### src/rtl/lsu_dmem_ctrl.sv
// Data-memory access controller: turns one LSU load/store into one or two
// word-aligned bus beats with byte strobes and returns aligned load data.
module lsu_dmem_ctrl #(
    parameter int TIMEOUT = 16
) (
    input  logic        clk,
    input  logic        rst,
    input  logic        req_valid,
    output logic        req_ready,
    input  logic        req_we,
    input  logic [1:0]  req_size,
    input  logic        req_unsigned,
    input  logic [31:0] req_addr,
    input  logic [31:0] req_wdata,
    output logic        rsp_valid,
    output logic [31:0] rsp_rdata,
    output logic        rsp_err,
    output logic        mem_valid,
    input  logic        mem_ready,
    output logic        mem_we,
    output logic [31:0] mem_addr,
    output logic [3:0]  mem_wstrb,
    output logic [31:0] mem_wdata,
    input  logic [31:0] mem_rdata,
    input  logic        mem_err
);

    localparam logic [2:0] S_IDLE  = 3'd0;
    localparam logic [2:0] S_BEAT0 = 3'd1;
    localparam logic [2:0] S_GAP   = 3'd2;
    localparam logic [2:0] S_BEAT1 = 3'd3;
    localparam logic [2:0] S_RESP  = 3'd4;

    localparam logic [31:0] WAIT_LAST = 32'(TIMEOUT - 1);

    logic [2:0]  state;
    logic [31:0] wait_cnt;
    logic        lat_we;
    logic        lat_uns;
    logic [1:0]  lat_size;
    logic [31:0] lat_addr;
    logic [31:0] lat_wdata;
    logic [31:0] word0;
    logic [31:0] word1;
    logic        err;

    logic [1:0]  off;
    logic [2:0]  nbytes;
    logic        misaligned;
    logic [7:0]  base_mask;
    logic [7:0]  lane_mask;
    logic [63:0] lane_data;
    logic [31:0] shifted;
    logic [31:0] load_data;
    logic [31:0] beat_base;
    logic        in_beat;
    logic        second;

    assign off = lat_addr[1:0];

    always_comb begin
        nbytes    = 3'd4;
        base_mask = 8'h0F;
        case (lat_size)
            2'b00: begin
                nbytes    = 3'd1;
                base_mask = 8'h01;
            end
            2'b01: begin
                nbytes    = 3'd2;
                base_mask = 8'h03;
            end
            default: begin
                nbytes    = 3'd4;
                base_mask = 8'h0F;
            end
        endcase
    end

    assign misaligned = ({1'b0, off} + nbytes) > 3'd4;
    assign lane_mask  = base_mask << off;
    assign lane_data  = {32'b0, lat_wdata} << {off, 3'b000};

    // The two captured words form a little-endian window that the byte offset slides over.
    assign shifted = 32'({word1, word0} >> {off, 3'b000});

    always_comb begin
        load_data = shifted;
        case (lat_size)
            2'b00:   load_data = {{24{~lat_uns & shifted[7]}}, shifted[7:0]};
            2'b01:   load_data = {{16{~lat_uns & shifted[15]}}, shifted[15:0]};
            default: load_data = shifted;
        endcase
    end

    always_ff @(posedge clk or posedge rst) begin
        if (rst) begin
            state     <= S_IDLE;
            wait_cnt  <= '0;
            lat_we    <= 1'b0;
            lat_uns   <= 1'b0;
            lat_size  <= 2'b00;
            lat_addr  <= '0;
            lat_wdata <= '0;
            word0     <= '0;
            word1     <= '0;
            err       <= 1'b0;
        end else begin
            case (state)
                S_IDLE: begin
                    if (req_valid) begin
                        lat_we    <= req_we;
                        lat_uns   <= req_unsigned;
                        lat_size  <= req_size;
                        lat_addr  <= req_addr;
                        lat_wdata <= req_wdata;
                        word0     <= '0;
                        word1     <= '0;
                        wait_cnt  <= '0;
                        err       <= (req_size == 2'b11);
                        state     <= (req_size == 2'b11) ? S_RESP : S_BEAT0;
                    end
                end
                S_BEAT0: begin
                    if (mem_ready) begin
                        word0    <= mem_rdata;
                        wait_cnt <= '0;
                        if (mem_err) begin
                            err   <= 1'b1;
                            state <= S_RESP;
                        end else begin
                            state <= misaligned ? S_GAP : S_RESP;
                        end
                    end else if (wait_cnt == WAIT_LAST) begin
                        err   <= 1'b1;
                        state <= S_RESP;
                    end else begin
                        wait_cnt <= wait_cnt + 32'd1;
                    end
                end
                S_GAP: begin
                    wait_cnt <= '0;
                    state    <= S_BEAT1;
                end
                S_BEAT1: begin
                    if (mem_ready) begin
                        word1 <= mem_rdata;
                        err   <= err | mem_err;
                        state <= S_RESP;
                    end else if (wait_cnt == WAIT_LAST) begin
                        err   <= 1'b1;
                        state <= S_RESP;
                    end else begin
                        wait_cnt <= wait_cnt + 32'd1;
                    end
                end
                S_RESP: begin
                    state <= S_IDLE;
                end
                default: begin
                    state <= S_IDLE;
                end
            endcase
        end
    end

    // Bus outputs are decoded from the held request so they stay stable for the whole beat.
    assign in_beat   = (state == S_BEAT0) || (state == S_BEAT1);
    assign second    = (state == S_BEAT1);
    assign beat_base = {lat_addr[31:2], 2'b00} + (second ? 32'd4 : 32'd0);

    assign req_ready = (state == S_IDLE);
    assign mem_valid = in_beat;
    assign mem_we    = in_beat & lat_we;
    assign mem_addr  = in_beat ? beat_base : 32'd0;
    assign mem_wstrb = (in_beat & lat_we) ? (second ? lane_mask[7:4] : lane_mask[3:0]) : 4'b0000;
    assign mem_wdata = (in_beat & lat_we) ? (second ? lane_data[63:32] : lane_data[31:0]) : 32'd0;

    assign rsp_valid = (state == S_RESP);
    assign rsp_err   = (state == S_RESP) & err;
    assign rsp_rdata = ((state == S_RESP) && !err && !lat_we) ? load_data : 32'd0;

endmodule

### config.mk
export PLATFORM = sky130hd
export DESIGN_NAME = lsu_dmem_ctrl
export DESIGN_NICKNAME = d
export VERILOG_FILES = /design/src/rtl/lsu_dmem_ctrl.sv
export SDC_FILE = /design/constraint.sdc
export NUM_CORES = 1
export LEC_CHECK = 0
export ABC_CLOCK_PERIOD_IN_PS = 11840
export CAP_MARGIN = 20
export CORE_MARGIN = 2
export CORE_UTILIZATION = 55
export DETAILED_ROUTE_END_ITERATION = 8
export GPL_TIMING_DRIVEN = 0
export PLACE_DENSITY = 0.91
export SLEW_MARGIN = 20
export SYNTH_ARGS = -nofsm -noshare
export SYNTH_HDL_FRONTEND = slang
export SYNTH_SLANG_ARGS = --single-unit
### constraint.sdc
create_clock -name clk -period 11.84 [get_ports clk]
set_input_delay 1.184 -clock clk [delete_from_list [all_inputs] [get_ports clk]]
set_output_delay 1.184 -clock clk [all_outputs]
set_load 0.03 [all_outputs]
# Word level (Yosys, flattened, before mapping)
# Index checks and enable logic that the tools add are counted.
[totals]
reg_bits = 168
latchBits = 0
mem_bits_rw = 0
rom_bits = 0
inputBits = 105
out_inout_bits = 105
elab_cells = 83
memories = 0
[op_classes]
n_addsub = 3
n_mul = 0
n_div = 0
n_lt_le_gt_ge = 1
eq_ne = 12
shifts = 3
mux = 32
bitwise_logic = 6
reduce_logical = 16
[ops]
columns = ["op", "count"]
rows = [
  ["two-way mux 32 bit", 9],
  ["case mux 32 bit (2 select lines)", 3],
  ["case mux 32 bit (4 select lines)", 1],
  ["left shift 32 x 5 -> 64 bit", 1],
  [">> shifter 64 x 5 -> 32 bit", 1],
  ["adder 32 x 1 -> 32 bit, second input constant", 1],
  ["adder 32 x 3 -> 32 bit", 1],
  ["== test 32 x 4 -> 1 bit, second input constant", 1],
  ["two-way mux 3 bit", 8],
  ["case mux 3 bit (4 select lines)", 1],
  ["AND reduction 3 bit", 4],
  ["two-way mux 4 bit", 2],
  ["!= test 2 bit, second input constant", 4],
  ["case mux 4 bit (2 select lines)", 1],
  ["left shift 8 x 2 -> 8 bit", 1],
  ["== test 3 x 2 -> 1 bit, second input constant", 2],
  ["case mux 3 bit (2 select lines)", 1],
  ["two-way mux 1 bit", 5],
  ["bitwise AND 1 bit", 4],
  ["nonzero test 2 bit", 2],
  ["nonzero test 4 bit", 1],
  ["adder 2 x 3 -> 3 bit", 1],
  ["== test 3 x 1 -> 1 bit, second input constant", 1],
  ["== test 3 bit, second input constant", 1],
  ["14 further kinds", 16],
]

# Longest topological paths before layout
[depth]
word_depth = 8
depth_mapped = 12
ltp_nobuf = 10

# Worst setup path before layout
# No wires, ideal clock.
[synth_timing]
kind = "register to output"
startpoint = "reg state[2]"
endpoint = "out mem_addr[30]"
t_arrival_ns = 2.760
required_time_ns = 10.656
slack_ns = 7.896
stages_incl_launch_ff = 13
n_path_buf = 3
path_cell_list = "dfrtp_1 -> buf_2 -> nand3b_1 -> inv_2 -> clkbuf_1 -> ha_1 -> ha_1 -> nand2_1 -> nor2_1 -> clkbuf_1 -> nand4_1 -> xor2_1 -> nor2_1"
[synth_via]
elab_chain_len = 4
word_cells_on_any_way = 6
cone_classes = "add/sub (1); eq/ne (2); mux (2); reduce/logical (1)"
[synth_rtl]
columns = ["element", "line", "text"]
rows = [
  ["start: declaration", "36", "logic [2:0] state;"],
  ["start signal: assignment", "121", "state <= (req_size == 2'b11) ? S_RESP : S_BEAT0;"],
  ["start signal: assignment", "132", "state <= misaligned ? S_GAP : S_RESP;"],
  ["== test 3 x 2 -> 1 bit", "168, 169", ""],
  ["two-way mux 3 bit", "170", "assign beat_base = {lat_addr[31:2], 2'b00} + (second ? 32'd4 : 32'd0);"],
  ["adder 32 x 3 -> 32 bit", "170", ""],
  ["two-way mux 32 bit (*)", "175", "assign mem_addr = in_beat ? beat_base : 32'd0;"],
  ["end: declaration", "21", "output logic [31:0] mem_addr,"],
]
# Every way passes the cells marked *; elsewhere a longest branch is shown, timed or not.

# Final worst setup path
[layout_timing]
startpoint = "reg state[2]"
endpoint = "out mem_addr[26]"
# The elaborated chain is that of the path after synthesis.

==> flow_summary.json <==
{
  "drc": 0,
  "critical_path.startpoint": "state[2]",
  "fin_skew_ns": 0.00753,
  "post-route-min-period_ns": 5.78,
  "clock_tree.root_cell": "clkbuf_16",
  "synth_area_per_cell_um2": 8.62,
  "finalSetupViolations": 0,
  "r2r_start": "lat_size[1]",
  "min_period_over_period": 0.488,
  "maxSlewViolCount": 0,
  "setup_tns_ns": 0,
  "ys_ff_latch": 160,
  "clock_tree.buffer_depth": 2,
  "worst_path_max_delay_cell": "clkdlybuf4s50_1",
  "rsz0062_at_grt": "no",
  "cts_tree": "built",
  "dp_hpwl_mm": 22.6,
  "viasPerCell": 6.23,
  "outcome": "finished clean",
  "min-delay-path-class": "reg -> reg",
  "power_density_mw_per_mm2": 242,
  "cap_violations": 0,
  "die_w_um": 136,
  "die_area_mm2": 0.0185,
  "grt_remaining_overflow": 0,
  "worstSetupPathType": "reg -> out",
  "antenna_found_initial": 0,
  "post_cts_buffers": 0,
  "cts_buffers": 17,
  "worst_pin_slew_ns": 1.01,
  "dpl-instance-area_mm2": 0.0120,
  "wl_per_cell_um": 20.2,
  "grt_pass1_wl_mm": 48.6,
  "drive_gt1_frac": 0.113,
  "initial_core_util": 0.557,
  "mostFrequentLayoutCell": "clkdlybuf4s50_1",
  "ir_worst_vdd_mv": 0.187,
  "grt_max_degree": 109,
  "area_growth_pct": 30.4,
  "clk-insertion-delay-late_ns": 0.44,
  "cp.arrival_ns": 4.60,
  "synth_cell_type_count": 53,
  "synth-async-reset-ratio": 1.00,
  "synth_cells": 1110,
  "slowest_delay_ns": 0.69,
  "final_cell_mix": "206 x clkdlybuf4s50_1, 176 x nand2_1, 160 x dfrtp_1",
  "final_cell_area_mm2": 0.0125,
  "cts.repair.resized": 0,
  "required_ns": 10.66,
  "fmax_mhz": 173,
  "ys_seq_area_frac": 0.418,
  "io_buffers": 206,
  "worstHoldStart": "word0[1]",
  "fin_nets": 1448,
  "diodes": 0,
  "clk_pin_slew_ns": 0.06,
  "h-tree-depth": 4,
  "rows": 48,
  "cp-end-kind": "primary output",
  "placedCellCount": 1543,
  "power_leakage_uw": 0.00501,
  "synth_area_mm2": 0.00957,
  "crit_path_start_kind": "flop",
  "cp_max_fo": 10,
  "ant_nets": 0,
  "gp_congestion": 1.01,
  "synthFlopType": "dfrtp_1",
  "core_area_mm2": 0.0172,
  "yosysWarnings": 0,
  "relSlewSlack": 0.306,
  "clock_sinks": 160,
  "num_vias": 9807,
  "synth_edf_count": 0,
  "ios": 210,
  "firstDrtPassIters": 6,
  "fin_cells": 1574,
  "wirelength_mm": 31.8,
  "grt_pass1_vias": 9208,
  "grtUsageTotal": 0.340,
  "die_h_um": 136,
  "hold_viol": 0,
  "holdBufCountCts": 0,
  "cp_cell_sequence": "buf_2, nand3b_1, inv_2, clkbuf_1, ha_1, ha_1, nand2_1, nor2_1, clkbuf_1, nand3_1, xor2_1, nor2_1, clkdlybuf4s50_1",
  "drt_iter0_drc": 1318
}
[kinds of logic after synthesis]
group | after synthesis | share of synthesized area
other | 1 | 0.000392
DFF | 160 | 0.418
buffers and inverters | 107 | 0.0464
muxes | 127 | 0.144
xor gates and xnor gates | 28 | 0.0256
adders and majority gates | 6 | 0.00863
AOI/OAI and AO/OA | 253 | 0.152
and+or+nand+nor | 428 | 0.204
[through the flow]
stage          power (uW)  hold WS, ns  worst slack (ns)  utilization
6_report             3020        0.485              6.06        0.726
5_1_grt              3160        0.503              5.80        0.726
2_1_floorplan        1920        0.444              6.34            -
3_3_place_gp         2410        0.462              4.22        0.694
3_5_place_dp         2460        0.471              6.63        0.696
4_1_cts              2970        0.484              6.15        0.726
[sequential cells by signal (all words and copies together), names as in the netlist]
signal and flops:
word1 24, lat_addr 32, lat_size 2, lat_wdata 32, wait_cnt 32, lat_uns 1, err 1, state 3
lat_we 1, word0 32
[Yosys cell counts (all sizes together), types with 8 or more instances]
library cell / instances / area [um^2]
dfrtp: 160 / 4000
a21oi: 64 / 320
nor4: 8 / 50.1
nor3: 31 / 155
and3: 12 / 75.1
clkbuf: 53 / 199
inv: 16 / 60.1
mux2: 84 / 946
nand3: 34 / 170
nor2: 102 / 383
nand4: 26 / 175
o21ai: 112 / 561
a211oi: 22 / 165
mux2i: 43 / 430
o31ai: 12 / 90.1
o22ai: 9 / 56.3
a31oi: 11 / 75.1
buf: 37 / 181
xor2: 25 / 219
nand2: 176 / 661
[routing by layer]
layer / global-route usage / wire length, um
met5: 0 / 0
met4: 0.161 / 1490
met3: 0.0831 / 3470
met2: 0.539 / 14600
met1: 0.439 / 12200
[where the power goes]
group | leakage, uW | switching, uW | internal, uW | total (uW)
Sequential | 0.00206 | 171 | 726 | 897
Combinational | 0.00270 | 998 | 622 | 1620
Clock | 0.000248 | 228 | 277 | 505
[area by class of cell]
class / count / area (um^2)
timing repair buffer: 207 / 2090
clock inverter: 9 / 62.6
tap: 225 / 282
fill: 1277 / 4700
clock buffer: 22 / 464
sequential: 160 / 4000
multi-input combinational: 844 / 5120
buffer: 90 / 380
inverter: 17 / 71.3
[worst max-delay path, delay by kind of cell (launching register included)]
family / cells / cell delay (ns)
buffers and inverters: 5 / 2.08
AND/OR/NAND/NOR: 5 / 1.01
adder cells (fa/ha/maj): 2 / 0.52
flip-flops: 1 / 0.35
XOR/XNOR: 1 / 0.20
[worst paths after layout]
path / end / depth (start not counted) / slack (ns)
worst max-delay path: mem_addr[26] / 13 / 6.06
worst max register to register: state[1] / 11 / 8.39
worst min-delay path: word0[1] / 2 / 0.48
max in group asynchronous: lat_wdata[6] / 3 / 9.83
worst min register to register: word0[1] / 2 / 0.48
min in group asynchronous: word0[26] / 2 / 1.16
Power figures use the tool's default switching activity.
